**config.mk**
```make
export PLATFORM = sky130hd
export DESIGN_NAME = mem_port_arbiter_flat
export DESIGN_NICKNAME = d
export VERILOG_FILES = /design/src/rtl/mem_port_arbiter_if.sv /design/src/rtl/mem_port_arbiter.sv /design/src/flat_wrapper.sv
export SDC_FILE = /design/constraint.sdc
export NUM_CORES = 1
export LEC_CHECK = 0
export ABC_CLOCK_PERIOD_IN_PS = 2050
export BUFFER_PORTS_ARGS = -buffer_cell sky130_fd_sc_hd__buf_4
export CAP_MARGIN = 15
export CORE_AREA = 2 2 144 146
export CTS_BUF_LIST = sky130_fd_sc_hd__clkbuf_4
export DETAILED_ROUTE_END_ITERATION = 6
export DIE_AREA = 0 0 146 148
export GPL_TIMING_DRIVEN = 0
export MAX_ROUTING_LAYER = met4
export PLACE_DENSITY = 0.45
export SETUP_SLACK_MARGIN = 0.1
export SLEW_MARGIN = 40
export SYNTH_ARGS = -nofsm -noshare
export SYNTH_HDL_FRONTEND = slang
export SYNTH_SLANG_ARGS = --single-unit
```
**constraint.sdc**
```tcl
create_clock -name clk -period 2.05 [get_ports clk]
set_input_delay 0.205 -clock clk [delete_from_list [all_inputs] [get_ports clk]]
set_output_delay 0.205 -clock clk [all_outputs]
set_load 0.02 [all_outputs]
```
**src/rtl/mem_port_arbiter_if.sv**
```systemverilog
// Requester-side bundle for mem_port_arbiter: two valid/grant ports whose
// read responses come back one cycle after the grant.
interface mem_port_arbiter_if;
  logic        p0_req,    p1_req;
  logic        p0_we,     p1_we;
  logic [31:0] p0_addr,   p1_addr;
  logic [31:0] p0_wdata,  p1_wdata;
  logic        p0_gnt,    p1_gnt;
  logic        p0_rvalid, p1_rvalid;
  logic [31:0] p0_rdata,  p1_rdata;
  logic        p0_err,    p1_err;

  modport master (
    output p0_req, p1_req, p0_we, p1_we, p0_addr, p1_addr, p0_wdata, p1_wdata,
    input  p0_gnt, p1_gnt, p0_rvalid, p1_rvalid, p0_rdata, p1_rdata, p0_err, p1_err
  );

  modport slave (
    input  p0_req, p1_req, p0_we, p1_we, p0_addr, p1_addr, p0_wdata, p1_wdata,
    output p0_gnt, p1_gnt, p0_rvalid, p1_rvalid, p0_rdata, p1_rdata, p0_err, p1_err
  );
endinterface

```
**src/rtl/mem_port_arbiter.sv**
```systemverilog
// Round-robin arbiter for the shared memory data port, with fetch range check
// and an optional post-reset clear sweep. Owns data_op: it is 1 unless a write is issued.
module mem_port_arbiter #(
  parameter int unsigned MEM_WORDS      = 512,
  parameter bit          CLEAR_ON_RESET = 1'b0
) (
  input  logic              clk,
  input  logic              reset,
  mem_port_arbiter_if.slave ports,
  input  logic [31:0]       if_addr,
  output logic              if_err,
  output logic              busy,
  output logic              mem_data_op,
  output logic [31:0]       mem_data_addr,
  output logic [31:0]       mem_write_val,
  output logic [31:0]       mem_instruct_addr,
  input  logic [31:0]       mem_read_val
);

  localparam int unsigned      CNT_W    = (MEM_WORDS > 1) ? $clog2(MEM_WORDS) : 1;
  localparam logic [CNT_W-1:0] CNT_LAST = CNT_W'(MEM_WORDS - 1);
  localparam logic [31:0]      WORDS_32 = 32'(MEM_WORDS);

  typedef enum logic [1:0] {
    S_CLEAR,
    S_IDLE,
    S_RESP
  } state_e;

  localparam state_e RESET_STATE = CLEAR_ON_RESET ? S_CLEAR : S_IDLE;

  state_e           state_q,   state_d;
  logic             prio_q,    prio_d;
  logic [CNT_W-1:0] clr_cnt_q, clr_cnt_d;
  logic [1:0]       rvalid_q,  rvalid_d;
  logic [1:0]       err_q,     err_d;
  logic             if_err_q,  if_err_d;

  logic [1:0]  req;
  logic [1:0]  gnt;
  logic        sel;
  logic        sel_we;
  logic        sel_legal;
  logic [31:0] sel_addr;
  logic [31:0] sel_wdata;
  logic        if_legal;

  // prio_q names the port that wins a tie; it flips away from each grantee.
  assign req       = {ports.p1_req, ports.p0_req};
  assign sel       = (req == 2'b11) ? prio_q : req[1];
  assign sel_we    = sel ? ports.p1_we    : ports.p0_we;
  assign sel_addr  = sel ? ports.p1_addr  : ports.p0_addr;
  assign sel_wdata = sel ? ports.p1_wdata : ports.p0_wdata;
  assign sel_legal = sel_addr < WORDS_32;
  assign if_legal  = if_addr < WORDS_32;

  always_comb begin
    state_d       = state_q;
    prio_d        = prio_q;
    clr_cnt_d     = clr_cnt_q;
    rvalid_d      = 2'b00;
    err_d         = 2'b00;
    if_err_d      = ~if_legal;
    gnt           = 2'b00;
    mem_data_op   = 1'b1;
    mem_data_addr = 32'd0;
    mem_write_val = 32'd0;
    // While reset is held everything, including the memory side, stays idle.
    if (reset) begin
      case (state_q)
        S_CLEAR: begin
          mem_data_op   = 1'b0;
          mem_data_addr = 32'(clr_cnt_q);
          clr_cnt_d     = clr_cnt_q + 1'b1;
          if (clr_cnt_q == CNT_LAST) begin
            state_d = S_IDLE;
          end
        end
        S_IDLE: begin
          if (req != 2'b00) begin
            gnt    = sel ? 2'b10 : 2'b01;
            prio_d = ~sel;
            if (sel_legal) begin
              mem_data_op   = ~sel_we;
              mem_data_addr = sel_addr;
              mem_write_val = sel_we ? sel_wdata : 32'd0;
            end else begin
              err_d = gnt;
            end
            if (!sel_we) begin
              rvalid_d = gnt;
              state_d  = S_RESP;
            end
          end
        end
        S_RESP: begin
          state_d = S_IDLE;
        end
        default: begin
          state_d = RESET_STATE;
        end
      endcase
    end
  end

  always_ff @(posedge clk or negedge reset) begin
    if (!reset) begin
      state_q   <= RESET_STATE;
      prio_q    <= 1'b0;
      clr_cnt_q <= '0;
      rvalid_q  <= 2'b00;
      err_q     <= 2'b00;
      if_err_q  <= 1'b0;
    end else begin
      state_q   <= state_d;
      prio_q    <= prio_d;
      clr_cnt_q <= clr_cnt_d;
      rvalid_q  <= rvalid_d;
      err_q     <= err_d;
      if_err_q  <= if_err_d;
    end
  end

  // Out-of-range reads still get a response slot, but with zero data.
  assign ports.p0_gnt    = gnt[0];
  assign ports.p1_gnt    = gnt[1];
  assign ports.p0_rvalid = rvalid_q[0];
  assign ports.p1_rvalid = rvalid_q[1];
  assign ports.p0_rdata  = (rvalid_q[0] && !err_q[0]) ? mem_read_val : 32'd0;
  assign ports.p1_rdata  = (rvalid_q[1] && !err_q[1]) ? mem_read_val : 32'd0;
  assign ports.p0_err    = err_q[0];
  assign ports.p1_err    = err_q[1];

  assign busy              = reset && (state_q == S_CLEAR);
  assign if_err            = if_err_q;
  assign mem_instruct_addr = if_legal ? if_addr : 32'd0;

endmodule

```
**src/flat_wrapper.sv**
```systemverilog
// flat-port wrapper written by rule: the top's interface ports become plain ports
module mem_port_arbiter_flat 
#(
  parameter int unsigned MEM_WORDS      = 512,
  parameter bit          CLEAR_ON_RESET = 1'b0
)
  (clk, reset, if_addr, if_err, busy, mem_data_op, mem_data_addr, mem_write_val, mem_instruct_addr, mem_read_val, ports_p0_req, ports_p1_req, ports_p0_we, ports_p1_we, ports_p0_addr, ports_p1_addr, ports_p0_wdata, ports_p1_wdata, ports_p0_gnt, ports_p1_gnt, ports_p0_rvalid, ports_p1_rvalid, ports_p0_rdata, ports_p1_rdata, ports_p0_err, ports_p1_err);
  mem_port_arbiter_if ports_i ();
  input  logic clk;
  input  logic reset;
  input  logic [31:0] if_addr;
  output logic if_err;
  output logic busy;
  output logic mem_data_op;
  output logic [31:0] mem_data_addr;
  output logic [31:0] mem_write_val;
  output logic [31:0] mem_instruct_addr;
  input  logic [31:0] mem_read_val;
  input wire logic [$bits(ports_i.p0_req)-1:0] ports_p0_req;
  input wire logic [$bits(ports_i.p1_req)-1:0] ports_p1_req;
  input wire logic [$bits(ports_i.p0_we)-1:0] ports_p0_we;
  input wire logic [$bits(ports_i.p1_we)-1:0] ports_p1_we;
  input wire logic [$bits(ports_i.p0_addr)-1:0] ports_p0_addr;
  input wire logic [$bits(ports_i.p1_addr)-1:0] ports_p1_addr;
  input wire logic [$bits(ports_i.p0_wdata)-1:0] ports_p0_wdata;
  input wire logic [$bits(ports_i.p1_wdata)-1:0] ports_p1_wdata;
  output wire logic [$bits(ports_i.p0_gnt)-1:0] ports_p0_gnt;
  output wire logic [$bits(ports_i.p1_gnt)-1:0] ports_p1_gnt;
  output wire logic [$bits(ports_i.p0_rvalid)-1:0] ports_p0_rvalid;
  output wire logic [$bits(ports_i.p1_rvalid)-1:0] ports_p1_rvalid;
  output wire logic [$bits(ports_i.p0_rdata)-1:0] ports_p0_rdata;
  output wire logic [$bits(ports_i.p1_rdata)-1:0] ports_p1_rdata;
  output wire logic [$bits(ports_i.p0_err)-1:0] ports_p0_err;
  output wire logic [$bits(ports_i.p1_err)-1:0] ports_p1_err;
  assign ports_i.p0_req = ports_p0_req;
  assign ports_i.p1_req = ports_p1_req;
  assign ports_i.p0_we = ports_p0_we;
  assign ports_i.p1_we = ports_p1_we;
  assign ports_i.p0_addr = ports_p0_addr;
  assign ports_i.p1_addr = ports_p1_addr;
  assign ports_i.p0_wdata = ports_p0_wdata;
  assign ports_i.p1_wdata = ports_p1_wdata;
  assign ports_p0_gnt = ports_i.p0_gnt;
  assign ports_p1_gnt = ports_i.p1_gnt;
  assign ports_p0_rvalid = ports_i.p0_rvalid;
  assign ports_p1_rvalid = ports_i.p1_rvalid;
  assign ports_p0_rdata = ports_i.p0_rdata;
  assign ports_p1_rdata = ports_i.p1_rdata;
  assign ports_p0_err = ports_i.p0_err;
  assign ports_p1_err = ports_i.p1_err;
  mem_port_arbiter #(.MEM_WORDS(MEM_WORDS), .CLEAR_ON_RESET(CLEAR_ON_RESET)) u_core (.clk(clk), .reset(reset), .ports(ports_i), .if_addr(if_addr), .if_err(if_err), .busy(busy), .mem_data_op(mem_data_op), .mem_data_addr(mem_data_addr), .mem_write_val(mem_write_val), .mem_instruct_addr(mem_instruct_addr), .mem_read_val(mem_read_val));
endmodule
```
==> results.json, run 1 <==
{
  "path_cells": "nand2b_4 > clkbuf_16 > a2111oi_4 > buf_4 > a31oi_4 > buf_12 > buf_12 > a2111oi_4 > buf_4",
  "via_count": 4036,
  "final_cells": 1046,
  "hold_path.class": "in2reg",
  "grt_pass1_wl_um": 23300,
  "reg2reg_setup_slack_ns": 0.42,
  "dr.pass1.iters": 4,
  "syn-instance-count": 390,
  "syn_avg_cell_area_um2": 7.50,
  "synth_area_um2": 2930,
  "powerDensity_nw_per_um2": 361,
  "maxCapViolations": 0,
  "dp_cells": 1025,
  "ant_nets": 0,
  "grt_overflow": 0,
  "drive_above_1_share": 0.606,
  "synthFlopType": "dfrtp_1",
  "slowest_delay_ns": 0.40,
  "synthAdderAreaFrac": 0.00855,
  "yosys-top-cells-count": "79 x nand2_1, 74 x and2_1, 46 x buf_4",
  "grt_pass1_vias": 4065,
  "fin_nets": 976,
  "cts_max_level": 1,
  "dpl.hpwl_um": 13200,
  "final_hold_viol_count": 0,
  "synth_edf_count": 0,
  "yosysTopAreaCell": "and2_1",
  "drc": 0,
  "synth_warnings": 0,
  "core-area_um2": 20000,
  "synth_simple_gate_area_frac": 0.374,
  "worstSetupEndpointType": "output port",
  "path_clk_slew_ns": 0.10,
  "violations": "negative setup slack",
  "tritoncts": "done",
  "crit_type": "reg2out",
  "finClkSkew_ns": 0.00514,
  "ys_ff_latch": 17,
  "synth_top_area_share": 0.158,
  "max_freq_mhz": 406,
  "fp.dieW_um": 146,
  "status": "finished, violations left",
  "die_h_um": 148,
  "setup_viol": 42,
  "worstSetupStartpointType": "flip-flop",
  "grt_usage": 0.139,
  "setup_slack_ns": -0.413,
  "synth_compound_area_frac": 0.264,
  "wl_per_cell_um": 14.9,
  "worstPathMaxFanout": 5,
  "synth_top_family_by_area": "simple AND/OR/NAND/NOR gates",
  "synth.most_common_cell": "nand2_1",
  "pre_cts_ws_ns": -0.496,
  "clk_path_buf_depth": 2,
  "antenna_found_initial": 1,
  "ir_drop_mv": 0.240,
  "io_buffers": 320,
  "dr.first_iter.drc_count": 94,
  "finalMaxSlewViolations": 0,
  "drt_wl_total_um": 15600,
  "initial_core_util": 0.146,
  "seq_area_frac_synth": 0.146,
  "fin_hold_ws_ns": 0.0684,
  "rsz0062_at_grt": "yes",
  "cp.arrival_ns": 2.26,
  "synthMuxAreaShare": 0.0150,
  "leakage_nw": 3.23,
  "place_congestion": 0.739,
  "num_io_pins": 367,
  "fin_crit_ns": 2.46,
  "syn_to_final_growth_pct": 133,
  "via_per_inst": 3.86,
  "synthTopCellsByArea": "and2_1 16%, a2111oi_2 15%, dfrtp_1 14%",
  "slowest_stage": "dfrtp_1",
  "cts-root-buf": "clkbuf_4",
  "tightest_slew_ns": 0.634,
  "crit_required_ns": 1.85,
  "die_area_um2": 21600,
  "synth_xor_area_frac": 0.0209,
  "synth_cell_types": 42,
  "async_flop_share": 1.00,
  "cts_buffers": 3,
  "num_rows": 52,
  "fin_crit_sh": 1.20,
  "cts.sinks": 17,
  "fillers": 2149,
  "relSlewSlack": 0.573,
  "worstSkewPairLatency_ns": 0.29,
  "grt_max_degree": 17
}
==> where the power goes <==
group	switching, mW	total (mW)	internal [mW]	leakage [nW]
Clock	0.104	0.193	0.0888	0.0184
Combinational	0.903	1.73	0.824	3.00
Sequential	0.107	0.541	0.434	0.213
==> worst paths after layout <==
path / startpoint / cells past startpoint / end
worst max-delay path: u_core.prio_q / 9 / mem_write_val[18]
worst max register to register: u_core.clr_cnt_q[3] / 5 / u_core.clr_cnt_q[8]
worst min register to register: u_core.clr_cnt_q[5] / 1 / u_core.clr_cnt_q[5]
worst min-delay path: ports_p1_we / 2 / u_core.rvalid_q[1]
min in group asynchronous: reset / 2 / u_core.state_q[0]
max in group asynchronous: reset / 3 / u_core.state_q[1]
==> area by class of cell <==
class / count / area, µm² / area share
inverters: 5 / 18.8 / 0.00275
repair buffers: 337 / 2660 / 0.389
multi-input cells: 337 / 2740 / 0.401
well taps: 270 / 338 / 0.0495
plain buffers: 75 / 612 / 0.0897
clock buffers: 4 / 30.0 / 0.00440
diodes: 1 / 2.50 / 0.000367
flip-flops and latches: 17 / 428 / 0.0627
==> layout by cell type, fill, tap and decap left out, types with 11 or more instances in the layout <==
cell type / count
buf_4: 364
buf_6: 14
conb_1: 46
clkbuf_2: 11
a2111oi_4: 32
and2_1: 74
and3_1: 13
nand2_1: 76
dfrtp_1: 15
==> per-layer routing <==
| metal | vias up | track usage | wire length (µm) |
|---|---|---|---|
| met5 | - | - | 0 |
| met4 | 0 | 0.0194 | 102 |
| met3 | 4 | 0.0225 | 1220 |
| met2 | 207 | 0.256 | 8240 |
| met1 | 1788 | 0.162 | 6070 |
| li1 | 2037 | - | - |
==> what timing repair did <==
action,in CTS,in global routing
setup buffers,10,1
hold endpoints to repair,16,16
hold buffers,2,1
pin swaps,33,2
gates cloned,3,1
setup endpoints to repair,107,83
gates resized for setup,68,12
==> cell families (layout without fill, tap and decap cells) <==
| group | Yosys count | count (layout) |
|---|---|---|
| AND/OR/NAND/NOR | 208 | 208 |
| adder cells (fa/ha/maj) | 2 | 2 |
| AO/OA/AOI/OAI | 70 | 70 |
| multiplexers | 4 | 4 |
| flip-flops | 17 | 17 |
| buffers and inverters | 81 | 421 |
| other | 1 | 47 |
| XOR/XNOR | 7 | 7 |
==> through the flow <==
stage / instance area [µm²] / TNS, ns / utilization / total power, mW
floorplan: 3530 / -1.34 / - / 1.44
global placement: 6270 / -14.11 / 0.313 / 2.11
detailed placement: 6270 / -14.39 / 0.313 / 2.11
CTS: 6810 / -16.69 / 0.340 / 2.48
global route: 6820 / -20.63 / 0.340 / 2.64
finish: 6820 / -15.44 / 0.340 / 2.46
==> worst max-delay path, delay by kind of cell, from the launching register on <==
| kind | cells | cell delay, ns |
|---|---|---|
| AO/OA/AOI/OAI | 3 | 0.52 |
| buffers and inverters | 5 | 0.87 |
| flip-flops | 1 | 0.40 |
| AND/OR/NAND/NOR | 1 | 0.18 |
==> registers in the layout (all words and copies together), names as in the netlist <==
register	flops
u_core.clr_cnt_q	9
u_core.err_q	2
u_core.if_err	1
u_core.prio_q	1
u_core.rvalid_q	2
u_core.state_q	2
Power figures use the tool's default switching activity.
==> inputs of run 2 (changes only) <==
--- a/config.mk
+++ b/config.mk
@@ -6,7 +6,7 @@
 export NUM_CORES = 1
 export LEC_CHECK = 0
 export ABC_CLOCK_PERIOD_IN_PS = 2050
-export BUFFER_PORTS_ARGS = -buffer_cell sky130_fd_sc_hd__buf_4
+export BUFFER_PORTS_ARGS = -buffer_cell sky130_fd_sc_hd__clkbuf_2
 export CAP_MARGIN = 15
 export CORE_AREA = 2 2 144 146
 export CTS_BUF_LIST = sky130_fd_sc_hd__clkbuf_4
==> results.json, run 2 (synthesis gave the netlist of run 1 again) <==
{
  "status": "finished, violations left",
  "violations": "negative setup slack",
  "grt_overflow": 0,
  "grt_pass1_vias": 4004,
  "max_freq_mhz": 408,
  "tritoncts": "done",
  "clk_path_buf_depth": 2,
  "rsz0062_at_grt": "yes",
  "antenna_found_initial": 0,
  "ant_nets": 0,
  "syn_to_final_growth_pct": 113,
  "crit_type": "reg2out",
  "dr.pass1.iters": 4,
  "cts_max_level": 1,
  "via_count": 4104,
  "dr.first_iter.drc_count": 80,
  "fin_crit_ns": 2.45,
  "finClkSkew_ns": 0.00526,
  "initial_core_util": 0.146,
  "fin_tns_setup_ns": -14.55,
  "io_buffers": 320,
  "num_io_pins": 367,
  "setup_viol": 42,
  "final_core_util": 0.311,
  "worstPathMaxFanout": 5,
  "drive_above_1_share": 0.611,
  "grt_max_degree": 17,
  "largest_register_ffs": 9,
  "core-area_um2": 20000,
  "cp.arrival_ns": 2.25,
  "setup_slack_ns": -0.402,
  "final_common_cell": "clkbuf_2",
  "die_h_um": 148,
  "ir_drop_mv": 0.191,
  "fp.dieW_um": 146,
  "grt_pass1_wl_um": 22300,
  "worstSetupStartpointType": "flip-flop",
  "final_hold_viol_count": 0,
  "finalMaxSlewViolations": 0,
  "via_per_inst": 3.92,
  "die_area_um2": 21600,
  "top_register": "u_core.clr_cnt_q",
  "cts.sinks": 17,
  "num_rows": 52,
  "tightest_slew_ns": 0.609,
  "hold_path.class": "in2reg",
  "maxCapViolations": 0,
  "final_cell_mix": "286 x clkbuf_2, 84 x buf_4, 76 x nand2_1",
  "grt_usage": 0.132,
  "path_clk_slew_ns": 0.10,
  "relSlewSlack": 0.591,
  "wl_per_cell_um": 14.3,
  "leakage_nw": 3.06,
  "dpl.hpwl_um": 12700,
  "power_mw": 2.36,
  "worstSetupEndpointType": "output port",
  "fin_crit_sh": 1.20,
  "drt_wl_total_um": 15000,
  "fillers": 2202,
  "fin_nets": 978,
  "powerDensity_nw_per_um2": 379,
  "cts-root-buf": "clkbuf_4",
  "drc": 0,
  "place_congestion": 0.742,
  "crit_required_ns": 1.85,
  "antennaDiodeCount": 0,
  "worstSkewPairLatency_ns": 0.29,
  "cts_buffers": 3
}
run 2: cell count changes in the layout (fill, tap and decap cells not counted), sizes merged:
cell | previous run | this run
buf | 386 | 103
clkbuf | 28 | 311
a31oi | 1 | 2
clkinv | 0 | 1
diode | 1 | 0
run 2: stage by stage:
step | std cells | area (µm²) | hold slack, ns | worst slack, ns
global route | 1047 | 6230 | 0.0719 | -0.485
CTS | 1045 | 6140 | 0.0687 | -0.439
floorplan | 435 | 3530 | -0.0906 | -0.111
finish | 1047 | 6230 | 0.0854 | -0.402
global placement | 1025 | 5470 | 0.183 | -0.737
detailed placement | 1025 | 5470 | 0.184 | -0.730
run 2: worst paths after layout:
path,from,end,slack [ns],cells after the start
worst max-delay path,u_core.prio_q,mem_write_val[0],-0.40,8
worst min-delay path,ports_p0_we,u_core.rvalid_q[0],0.09,2
worst max register to register,u_core.clr_cnt_q[3],u_core.clr_cnt_q[8],0.42,5
worst min register to register,u_core.clr_cnt_q[5],u_core.clr_cnt_q[5],0.50,1
max in group asynchronous,reset,u_core.state_q[1],1.25,3
min in group asynchronous,reset,u_core.state_q[0],0.49,2
run 2: final cells by class:
type | count | area (µm²) | area share
Clock buffer | 3 | 22.5 | 0.00362
Sequential cell | 17 | 428 | 0.0687
Buffer | 76 | 622 | 0.0999
Multi-Input combinational cell | 338 | 2790 | 0.448
Tap cell | 270 | 338 | 0.0543
Clock inverter | 1 | 5.00 | 0.000804
Timing Repair Buffer | 337 | 2000 | 0.321
Inverter | 5 | 18.8 | 0.00301
run 2: timing repair:
item,in CTS,in global routing
endpoints found under the hold margin,16,10
gates resized for setup,107,62
pin swaps,33,1
cloned,4,0
setup buffers,10,1
setup endpoints to repair,107,76
hold buffers,2,1
run 2: where the power goes:
| part | switching, mW | internal [mW] | total, mW |
|---|---|---|---|
| Sequential | 0.110 | 0.434 | 0.543 |
| Clock | 0.107 | 0.0724 | 0.179 |
| Combinational | 0.924 | 0.714 | 1.64 |
run 2: worst max-delay path: stages, from the launching register on:
cell and delay [ns]:
dfrtp_1 0.40, nand2b_4 0.18, clkbuf_16 0.15, a2111oi_4 0.27, buf_4 0.21, a31oi_4 0.09, buf_12 0.23, a2111oi_4 0.22
clkbuf_8 0.22
run 2: routing by layer:
layer	vias up	wire (µm)	GRT usage
met1	1837	5880	0.156
met5	-	0	-
met2	217	7830	0.243
li1	2044	-	-
met3	6	1180	0.0201
met4	0	119	0.0204
==> inputs of run 3 (changes only) <==
--- a/config.mk
+++ b/config.mk
@@ -15,7 +15,6 @@
 export GPL_TIMING_DRIVEN = 0
 export MAX_ROUTING_LAYER = met4
 export PLACE_DENSITY = 0.45
-export SETUP_SLACK_MARGIN = 0.1
 export SLEW_MARGIN = 40
 export SYNTH_ARGS = -nofsm -noshare
 export SYNTH_HDL_FRONTEND = slang
==> results.json, run 3 (synthesis gave the netlist of run 1 again) <==
{
  "setup_slack_ns": -0.448,
  "worstSetupStartpointType": "flip-flop",
  "timing.critical_path.from": "u_core.prio_q",
  "status": "finished, violations left",
  "die_area_um2": 21600,
  "r2r_end": "u_core.err_q[0]",
  "fin_hold_ws_ns": -0.0115,
  "cts_max_level": 1,
  "ir_drop_mv": 0.220,
  "crit_type": "reg2out",
  "cp.arrival_ns": 2.29,
  "crit_required_ns": 1.85,
  "grt_pass1_vias": 3884,
  "powerDensity_nw_per_um2": 374,
  "fin_crit_ns": 2.50,
  "maxCapViolations": 0,
  "antenna_found_initial": 0,
  "worstSkewPairLatency_ns": 0.29,
  "grt_max_degree": 17,
  "tritoncts": "done",
  "grt_pass1_wl_um": 22100,
  "antennaDiodeCount": 0,
  "worstPathMaxFanout": 5,
  "relSlewSlack": 0.509,
  "num_rows": 52,
  "finalMaxSlewViolations": 0,
  "initial_core_util": 0.146,
  "largest_register_ffs": 9,
  "ant_nets": 0,
  "path_clk_slew_ns": 0.10,
  "place_congestion": 0.770,
  "cts-root-buf": "clkbuf_4",
  "core-area_um2": 20000,
  "die_h_um": 148,
  "pre_cts_ws_ns": -0.984,
  "final_common_cell": "clkbuf_2",
  "dr.pass1.iters": 4,
  "cts_buffers": 3,
  "drc": 0,
  "reg2reg_setup_slack_ns": 0.36,
  "syn_to_final_growth_pct": 121,
  "max_freq_mhz": 400,
  "final_cells": 1058,
  "rsz0062_at_grt": "yes",
  "num_io_pins": 367,
  "rr_worst_depth": 6,
  "multi_input_area_um2": 2790,
  "cp-endpoint": "mem_data_op",
  "hold_path.class": "in2async",
  "top_register": "u_core.clr_cnt_q",
  "tightest_slew_ns": 0.730,
  "drive_above_1_share": 0.612,
  "via_count": 4140,
  "io_buffers": 320,
  "power_mw": 2.42,
  "r2r-start": "u_core.state_q[0]",
  "clk_path_buf_depth": 2,
  "fin_nets": 989,
  "dr.first_iter.drc_count": 120,
  "setup_viol": 42,
  "violations": "negative hold slack, negative setup slack",
  "final_hold_viol_count": 16,
  "grt_usage": 0.132,
  "fin_crit_sh": 1.22,
  "fillers": 2131,
  "fp.dieW_um": 146,
  "final_cell_mix": "283 x clkbuf_2, 83 x buf_4, 76 x nand2_1",
  "dpl.hpwl_um": 12800,
  "regArea_um2": 427,
  "cts.sinks": 17,
  "finClkSkew_ns": 0.00853,
  "via_per_inst": 3.91,
  "grt_overflow": 0,
  "placed_area_um2": 5380,
  "worstSetupEndpointType": "output port",
  "drt_wl_total_um": 15400,
  "wl_per_cell_um": 14.6,
  "dp_cells": 1025,
  "leakage_nw": 3.18,
  "final_core_util": 0.322,
  "final_cell_area_um2": 6460
}
==> run 3: changes by cell type in the layout (fill, tap and decap cells not counted), moves of 2 or more <==
cell / change
a21boi_1: +2
buf_12: +6
clkbuf_1: +3
clkbuf_2: -3
clkbuf_8: +8
a21boi_0: -3
clkbuf_4: -3
==> run 3: layout make-up <==
cell class,count,share of cell area
sequential,17,0.0660
tap,270,0.0523
multi-input combinational,338,0.432
inverter,5,0.00290
timing repair buffer,351,0.345
buffer,73,0.0968
clock buffer,4,0.00465
==> run 3: worst max-delay path, stage by stage (launching register included) <==
cell and delay, ns:
dfrtp_1 0.39, nand2b_4 0.16, buf_8 0.12, a2111oi_4 0.39, a31oi_4 0.09, buf_12 0.18
buf_6 0.10, o41a_1 0.40, clkbuf_8 0.17
==> run 3: timing repair <==
action / in CTS / in global routing
hold endpoints to repair: 16 / 0
resized for setup: 137 / 75
pin swaps: 44 / 7
hold buffers: 2 / 0
endpoints found under the setup margin: 57 / 71
setup buffers: 9 / 13
gates cloned: 4 / 5
==> run 3: metrics by stage <==
| stage | hold slack, ns | setup TNS (ns) |
|---|---|---|
| floorplan | -0.0906 | -3.10 |
| global route | 0.00552 | -18.66 |
| detailed placement | 0.184 | -36.89 |
| global placement | 0.182 | -34.69 |
| CTS | 0.117 | -17.97 |
| finish | -0.0115 | -14.20 |
==> run 3: routing by layer <==
layer  global-route usage  vias up  wire length, µm
met1                0.156     1852             6180
met5                    -        -                0
met3               0.0191        6             1030
met2                0.247      206             8130
met4               0.0131        0               72
li1                     -     2076                -
==> run 3: worst min path at each step <==
stage / from / endpoint / slack [ns]
after global placement: reset / u_core.err_q[1] / 0.18
after CTS: ports_p0_we / u_core.rvalid_q[0] / 0.12
final: reset / u_core.clr_cnt_q[1] / -0.01
after floorplan: reset / u_core.clr_cnt_q[0] / -0.09
after detailed placement: reset / u_core.if_err / 0.18
after global routing: reset / u_core.clr_cnt_q[3] / 0.006
==> run 3: power breakdown <==
| group | switching, mW | internal [mW] |
|---|---|---|
| Clock | 0.104 | 0.0888 |
| Combinational | 0.926 | 0.742 |
| Sequential | 0.126 | 0.433 |
